## config.mk

```make
export PLATFORM = sky130hd
export DESIGN_NAME = fifo_param
export DESIGN_NICKNAME = d
export VERILOG_FILES = /design/src/rtl/fifo_param_pkg.sv /design/src/rtl/fifo_param_out_stage.sv /design/src/rtl/fifo_param.sv
export SDC_FILE = /design/constraint.sdc
export NUM_CORES = 1
export LEC_CHECK = 0
export BUFFER_PORTS_ARGS = -buffer_cell sky130_fd_sc_hd__buf_2
export CAP_MARGIN = 20
export CORE_UTILIZATION = 35
export DETAILED_ROUTE_END_ITERATION = 16
export SYNTH_ARGS = -nofsm -noshare
export SYNTH_HDL_FRONTEND = slang
export SYNTH_SLANG_ARGS = --single-unit
```

## constraint.sdc

```tcl
create_clock -name clk -period 11.1 [get_ports clk]
set_input_delay 1.665 -clock clk [delete_from_list [all_inputs] [get_ports clk]]
set_output_delay 1.665 -clock clk [all_outputs]
set_load 0.1 [all_outputs]
```

## src/rtl/fifo_param_pkg.sv

```systemverilog
// rtl/fifo_param_pkg.sv - shared constants and helpers for the parametrised FIFO
package fifo_param_pkg;

    localparam int FIFO_MODE_FWFT = 1;
    localparam int FIFO_MODE_REG  = 0;

    // Explicit compare keeps non-power-of-2 depths wrapping correctly.
    function automatic int ptr_inc(input int ptr, input int depth);
        return (ptr == depth - 1) ? 0 : ptr + 1;
    endfunction

    function automatic int cnt_width(input int depth);
        return $clog2(depth + 2);
    endfunction

endpackage

```

## src/rtl/fifo_param_out_stage.sv

```systemverilog
// rtl/fifo_param_out_stage.sv - registered head word and memory pop for the non-FWFT mode
module fifo_param_out_stage #(
    parameter int DATA_WIDTH = 32
) (
    input  logic                  clk,
    input  logic                  nreset_i,
    input  logic                  flush_i,
    input  logic                  mem_nempty,
    input  logic [DATA_WIDTH-1:0] mem_rdata,
    input  logic                  data_o_ready,
    output logic [DATA_WIDTH-1:0] data_o,
    output logic                  data_o_valid,
    output logic                  out_v,
    output logic                  pop
);

    logic [DATA_WIDTH-1:0] out_q;
    logic                  rd_acc;

    assign data_o_valid = out_v & ~flush_i;
    assign rd_acc       = data_o_valid & data_o_ready;
    // Refill whenever the register is empty or is being drained this cycle.
    assign pop          = mem_nempty & ~flush_i & (~out_v | rd_acc);
    assign data_o       = out_q;

    always_ff @(posedge clk or negedge nreset_i) begin
        if (!nreset_i) begin
            out_q <= '0;
            out_v <= 1'b0;
        end else if (flush_i) begin
            out_v <= 1'b0;
        end else if (pop) begin
            out_q <= mem_rdata;
            out_v <= 1'b1;
        end else if (rd_acc) begin
            out_v <= 1'b0;
        end
    end

endmodule

```

## src/rtl/fifo_param.sv

```systemverilog
// rtl/fifo_param.sv - single-clock valid/ready FIFO with level flags, flush and selectable read mode
module fifo_param
    import fifo_param_pkg::*;
#(
    parameter int DATA_WIDTH = 32,
    parameter int DEPTH      = 8,
    parameter int FWFT       = FIFO_MODE_FWFT,
    parameter int AF_LVL     = DEPTH - 1,
    parameter int AE_LVL     = 1,
    localparam int CW        = cnt_width(DEPTH)
) (
    input  logic                  clk,
    input  logic                  nreset_i,
    input  logic                  flush_i,
    input  logic [DATA_WIDTH-1:0] data_i,
    input  logic                  data_i_valid,
    output logic                  data_i_ready,
    output logic [DATA_WIDTH-1:0] data_o,
    output logic                  data_o_valid,
    input  logic                  data_o_ready,
    output logic [CW-1:0]         occupancy_o,
    output logic                  almost_full_o,
    output logic                  almost_empty_o
);

    localparam int            PW       = $clog2(DEPTH);
    localparam logic [CW-1:0] CNT_FULL = CW'(DEPTH);

    logic [DATA_WIDTH-1:0] mem [DEPTH];
    logic [PW-1:0]         wr_ptr;
    logic [PW-1:0]         rd_ptr;
    logic [CW-1:0]         mem_cnt;
    logic [DATA_WIDTH-1:0] mem_rdata;
    logic                  mem_nempty;
    logic                  wr_en;
    logic                  pop;
    logic                  out_v;

    assign mem_rdata    = mem[rd_ptr];
    assign mem_nempty   = (mem_cnt != '0);
    // A full memory refuses writes even when it is popped in the same cycle.
    assign data_i_ready = (mem_cnt != CNT_FULL) & ~flush_i;
    assign wr_en        = data_i_valid & data_i_ready;

    always_ff @(posedge clk) begin
        if (wr_en) begin
            mem[wr_ptr] <= data_i;
        end
    end

    always_ff @(posedge clk or negedge nreset_i) begin
        if (!nreset_i) begin
            wr_ptr  <= '0;
            rd_ptr  <= '0;
            mem_cnt <= '0;
        end else if (flush_i) begin
            wr_ptr  <= '0;
            rd_ptr  <= '0;
            mem_cnt <= '0;
        end else begin
            if (wr_en) begin
                wr_ptr <= PW'(ptr_inc(int'(wr_ptr), DEPTH));
            end
            if (pop) begin
                rd_ptr <= PW'(ptr_inc(int'(rd_ptr), DEPTH));
            end
            if (wr_en && !pop) begin
                mem_cnt <= mem_cnt + CW'(1);
            end else if (!wr_en && pop) begin
                mem_cnt <= mem_cnt - CW'(1);
            end
        end
    end

    if (FWFT == FIFO_MODE_FWFT) begin : g_fwft
        assign data_o       = mem_rdata;
        assign data_o_valid = mem_nempty & ~flush_i;
        assign out_v        = 1'b0;
        assign pop          = data_o_valid & data_o_ready;
    end else begin : g_reg
        fifo_param_out_stage #(
            .DATA_WIDTH(DATA_WIDTH)
        ) u_out_stage (
            .clk         (clk),
            .nreset_i    (nreset_i),
            .flush_i     (flush_i),
            .mem_nempty  (mem_nempty),
            .mem_rdata   (mem_rdata),
            .data_o_ready(data_o_ready),
            .data_o      (data_o),
            .data_o_valid(data_o_valid),
            .out_v       (out_v),
            .pop         (pop)
        );
    end

    // Flags decode registered state only; no input reaches them combinationally.
    assign occupancy_o    = mem_cnt + CW'(out_v);
    assign almost_full_o  = int'(occupancy_o) >= AF_LVL;
    assign almost_empty_o = int'(occupancy_o) <= AE_LVL;

endmodule

```

==> metrics.log <==
[metrics] outcome: finished, final reports clean
[metrics] worst slack at placement: 6.57 ns
[metrics] starting utilization of the core area: 35.9%
[metrics] fin area: 0.0122 mm2
[metrics] area of the die: 0.0305 mm2
[metrics] flip-flop and latch area: 0.00794 mm2
[metrics] clock latency reported for the late side of the worst-skew pair: 0.53 ns
[metrics] remaining number of nets flagged by the antenna check after routing: 0
[metrics] Hold Crit Class: reg2reg
[metrics] deepest clock path buffer count: 3
[metrics] gpl congestion: 0.752
[metrics] standard-cell rows: 62
[metrics] input/output buffers: 76
[metrics] measured slew at the worst slew-check pin: 1.06 ns
[metrics] total area of multi-input combinational cells: 0.00237 mm2
[metrics] root buffer selected by CTS: sky130_fd_sc_hd__clkbuf_16
[metrics] Detailed Place HPWL: 11.8 mm
[metrics] final hold violation count: 0
[metrics] number of detailed-route iterations in the first pass: 5
[metrics] Setup-failing EPs final: 0
[metrics] hold-fix buffers at CTS: 0
[metrics] setup repair after global routing missed its margin: false
[metrics] DP Cell Count: 919
[metrics] # resized after CTS: 0
[metrics] total nets after synthesis: 513
[metrics] Avg Inst Size Synth: 22.3 um2
[metrics] via count: 4915
[metrics] Tmin final: 4.98 ns
[metrics] TritonCTS Sinks: 266
[metrics] number of setup buffers added after CTS: 0
[metrics] family of cells with the greatest summed delay on the critical path: buffers and inverters
[metrics] clock transition at the register clock pins on the worst setup and hold paths after CTS: 0.06 ns
[metrics] final critical-path setup slack: 6.12 ns
[metrics] Yosys reg bits: 266
[metrics] number of global-route vias before repair: 5299
[metrics] ys async rst share: 3.76%
[metrics] final global-route overflow total: 0
[metrics] worst clock skew: 0.00687 ns
[metrics] die span in y: 175 um
[metrics] leakage power figure: 3.93 nW
[metrics] Max-slew headroom: 29.3%
[metrics] Core ar.: 0.0290 mm2
[metrics] number of warnings reported in the yosys synthesis log: 0
[metrics] number of standard cells in the final layout excluding fillers: 970
[metrics] Crit Path Max Fanout: 40
[metrics] area growth from synthesis to layout: 17.0%
[metrics] Setup crit end kind: output pin
[metrics] Post-route DRC: 0
[metrics] number of primary I/O pins: 77
[metrics] Yosys top cell area share: 73.8%
[metrics] Post-synth top flop: sky130_fd_sc_hd__edfxtp_1
[metrics] longest individual stage delay on the worst path: 0.78 ns
[metrics] Peak Freq: 201 MHz
[metrics] final routed wirelength across all metal layers: 20.4 mm
[metrics] most common cell in the synthesized netlist: sky130_fd_sc_hd__edfxtp_1
[metrics] leading cell types by count after synthesis: 256 x sky130_fd_sc_hd__edfxtp_1, 64 x sky130_fd_sc_hd__mux4_2, 32 x sky130_fd_sc_hd__mux2_2, 10 x sky130_fd_sc_hd__dfrtp_1, 10 x sky130_fd_sc_hd__nand2_1
[metrics] share of synthesized area occupied by flip-flops and latches: 76.2%
[metrics] peak supply drop: 0.149 mV
[metrics] Mapped Area: 0.0104 mm2
[metrics] data required time at the worst endpoint: 9.44 ns
[metrics] Overall Global Routing Usage: 13.7%
[metrics] number of antenna violations at the first check in global routing: 2
[metrics] fraction of final layout cells sized beyond drive strength 1: 40.9%
[metrics] drt first-iter violations: 437
[metrics] count of flip-flops with a built-in enable after synthesis: 256
[metrics] net count reported at finish: 611
[metrics] Maximum Capacitance Violations: 0
[metrics] category of the critical setup timing path: reg2out
[metrics] cell type with the highest aggregate area in the netlist: sky130_fd_sc_hd__edfxtp_1
[metrics] die span in x: 175 um
[metrics] Area after DPL: 0.0113 mm2
[metrics] number of buffers inserted during clock tree synthesis: 29
[metrics] global-route wire length before repair: 31.4 mm
[metrics] Critical Path AT: 3.31 ns
[metrics] power density over the cells: 238 mW/mm2
[metrics] drt wl/cell: 21.1 um
[metrics] final-layout fill cell count: 2602
[metrics] htree depth: 1
[metrics] pin count of the biggest net entering global routing: 41
[metrics] post-synthesis cell type count: 39
[metrics] TritonCTS clock tree: done
[metrics] startpoint types: flop
[metrics] routed via count divided by cell count: 5.07
[metrics] pins over their slew limit: 0
[metrics] Area contributors post-synth: sky130_fd_sc_hd__edfxtp_1 74%, sky130_fd_sc_hd__mux4_2 14%, sky130_fd_sc_hd__mux2_2 3.5%
[metrics] portion of the clock cycle consumed by the worst path in the final layout: 44.8%
[metrics] crit path max-delay cell type: sky130_fd_sc_hd__dfrtp_4
[metrics] critical-path cell list: buf_4 -> mux4_2 -> mux2_2 -> buf_2
[metrics] Setup TNS: 0 ns
[metrics] CP Buf/Inv Count: 2
[metrics] count of mapped cells out of synthesis: 468
routing by layer:
layer | wire length, um | global-route usage (%)
met1 | 8470 | 16.9
met2 | 10700 | 24.7
met3 | 794 | 2.25
met4 | 490 | 3.95
met5 | 8 | 0
worst register-to-register path, cell delays in order, from the launching register on:
cell and delay (ns):
sky130_fd_sc_hd__dfrtp_1 0.52, sky130_fd_sc_hd__inv_1 0.13, sky130_fd_sc_hd__ha_1 0.26, sky130_fd_sc_hd__nand3b_1 0.17, sky130_fd_sc_hd__and2_1 0.29, sky130_fd_sc_hd__nand2_1 0.27, sky130_fd_sc_hd__nor2_4 0.63, sky130_fd_sc_hd__buf_4 0.42
layout by cell type, fill, tap and decap left out, types with 2 or more instances in the layout:
cell type,synthesis,routed
sky130_fd_sc_hd__edfxtp_1,256,256
sky130_fd_sc_hd__buf_2,8,76
sky130_fd_sc_hd__mux4_2,64,64
sky130_fd_sc_hd__mux2_2,32,32
sky130_fd_sc_hd__clkbuf_16,0,29
sky130_fd_sc_hd__buf_4,0,15
sky130_fd_sc_hd__nand2_1,10,10
sky130_fd_sc_hd__ha_1,8,8
sky130_fd_sc_hd__clkinv_1,0,8
sky130_fd_sc_hd__nand3_1,7,7
sky130_fd_sc_hd__dfrtp_1,10,7
sky130_fd_sc_hd__nor2_1,8,5
sky130_fd_sc_hd__inv_1,4,4
sky130_fd_sc_hd__nand3b_1,4,4
sky130_fd_sc_hd__nor3_2,0,4
sky130_fd_sc_hd__o21ai_0,4,4
sky130_fd_sc_hd__clkbuf_1,8,4
sky130_fd_sc_hd__nor2_4,0,3
sky130_fd_sc_hd__and2_1,2,2
sky130_fd_sc_hd__nand2b_1,2,2
sky130_fd_sc_hd__nor3_1,6,2
sky130_fd_sc_hd__o31ai_1,2,2
sky130_fd_sc_hd__nor2b_1,2,2
sky130_fd_sc_hd__a211oi_1,2,2
sky130_fd_sc_hd__a31oi_1,2,2
sky130_fd_sc_hd__o211ai_1,2,2
sky130_fd_sc_hd__nand4_1,2,2
sky130_fd_sc_hd__inv_6,0,2
sky130_fd_sc_hd__bufinv_16,0,2
sky130_fd_sc_hd__clkinv_2,0,2
sky130_fd_sc_hd__clkinvlp_4,0,2
sky130_fd_sc_hd__dfrtp_2,0,2
area by class of cell:
cell class	instances	share of cell area, %
clock buffer	33	6.08
antenna	1	0.0205
multi-input combinational	174	19.4
timing repair buffer	91	4.04
clock inverter	17	1.18
sequential	266	65.2
tap	384	3.94
inverter	4	0.123
through the flow:
step	utilization [%]	power, mW	hold WS (ns)
5_1_grt	42.0	3.01	0.721
3_5_place_dp	39.0	2.05	0.661
4_1_cts	42.0	2.94	0.669
2_1_floorplan	-	1.92	0.559
6_report	42.0	2.91	0.681
3_3_place_gp	39.0	2.04	0.634
path summary, 6_finish.rpt:
kind                                   startpoint                      to  slack, ns  depth (start not counted)
max                         rd_ptr[0]$_DFFE_PN0P_              data_o[31]       6.12                          4
min                         wr_ptr[2]$_DFFE_PN0P_   wr_ptr[2]$_DFFE_PN0P_       0.68                          2
max reg2reg                mem_cnt[1]$_DFFE_PN0P_    mem[3][27]$_DFFE_PP_       8.09                          7
min reg2reg                 wr_ptr[2]$_DFFE_PN0P_   wr_ptr[2]$_DFFE_PN0P_       0.68                          2
max in group asynchronous                nreset_i   rd_ptr[0]$_DFFE_PN0P_       9.87                          1
min in group asynchronous                nreset_i  mem_cnt[0]$_DFFE_PN0P_       1.00                          1
kinds of logic after synthesis:
family                     count (synthesis)  share of synthesized area, %
DFF                                      266                          76.2
muxes                                     96                          17.3
buffers and inverters                     28                          1.54
and+or+nand+nor                           52                          2.79
adders and majority gates                  8                         0.961
AOI/OAI and AO/OA                         18                          1.22
power by group:
group	total [mW]	internal [mW]	switching [mW]
logic	0.825	0.237	0.589
registers	1.19	1.14	0.0556
clock network	0.888	0.523	0.365
total	2.91	1.90	1.01
flip-flops by register name (all words and copies together), names as in the netlist:
signal   cells
mem        256
mem_cnt      4
rd_ptr       3
wr_ptr       3
Power figures use the tool's default switching activity.
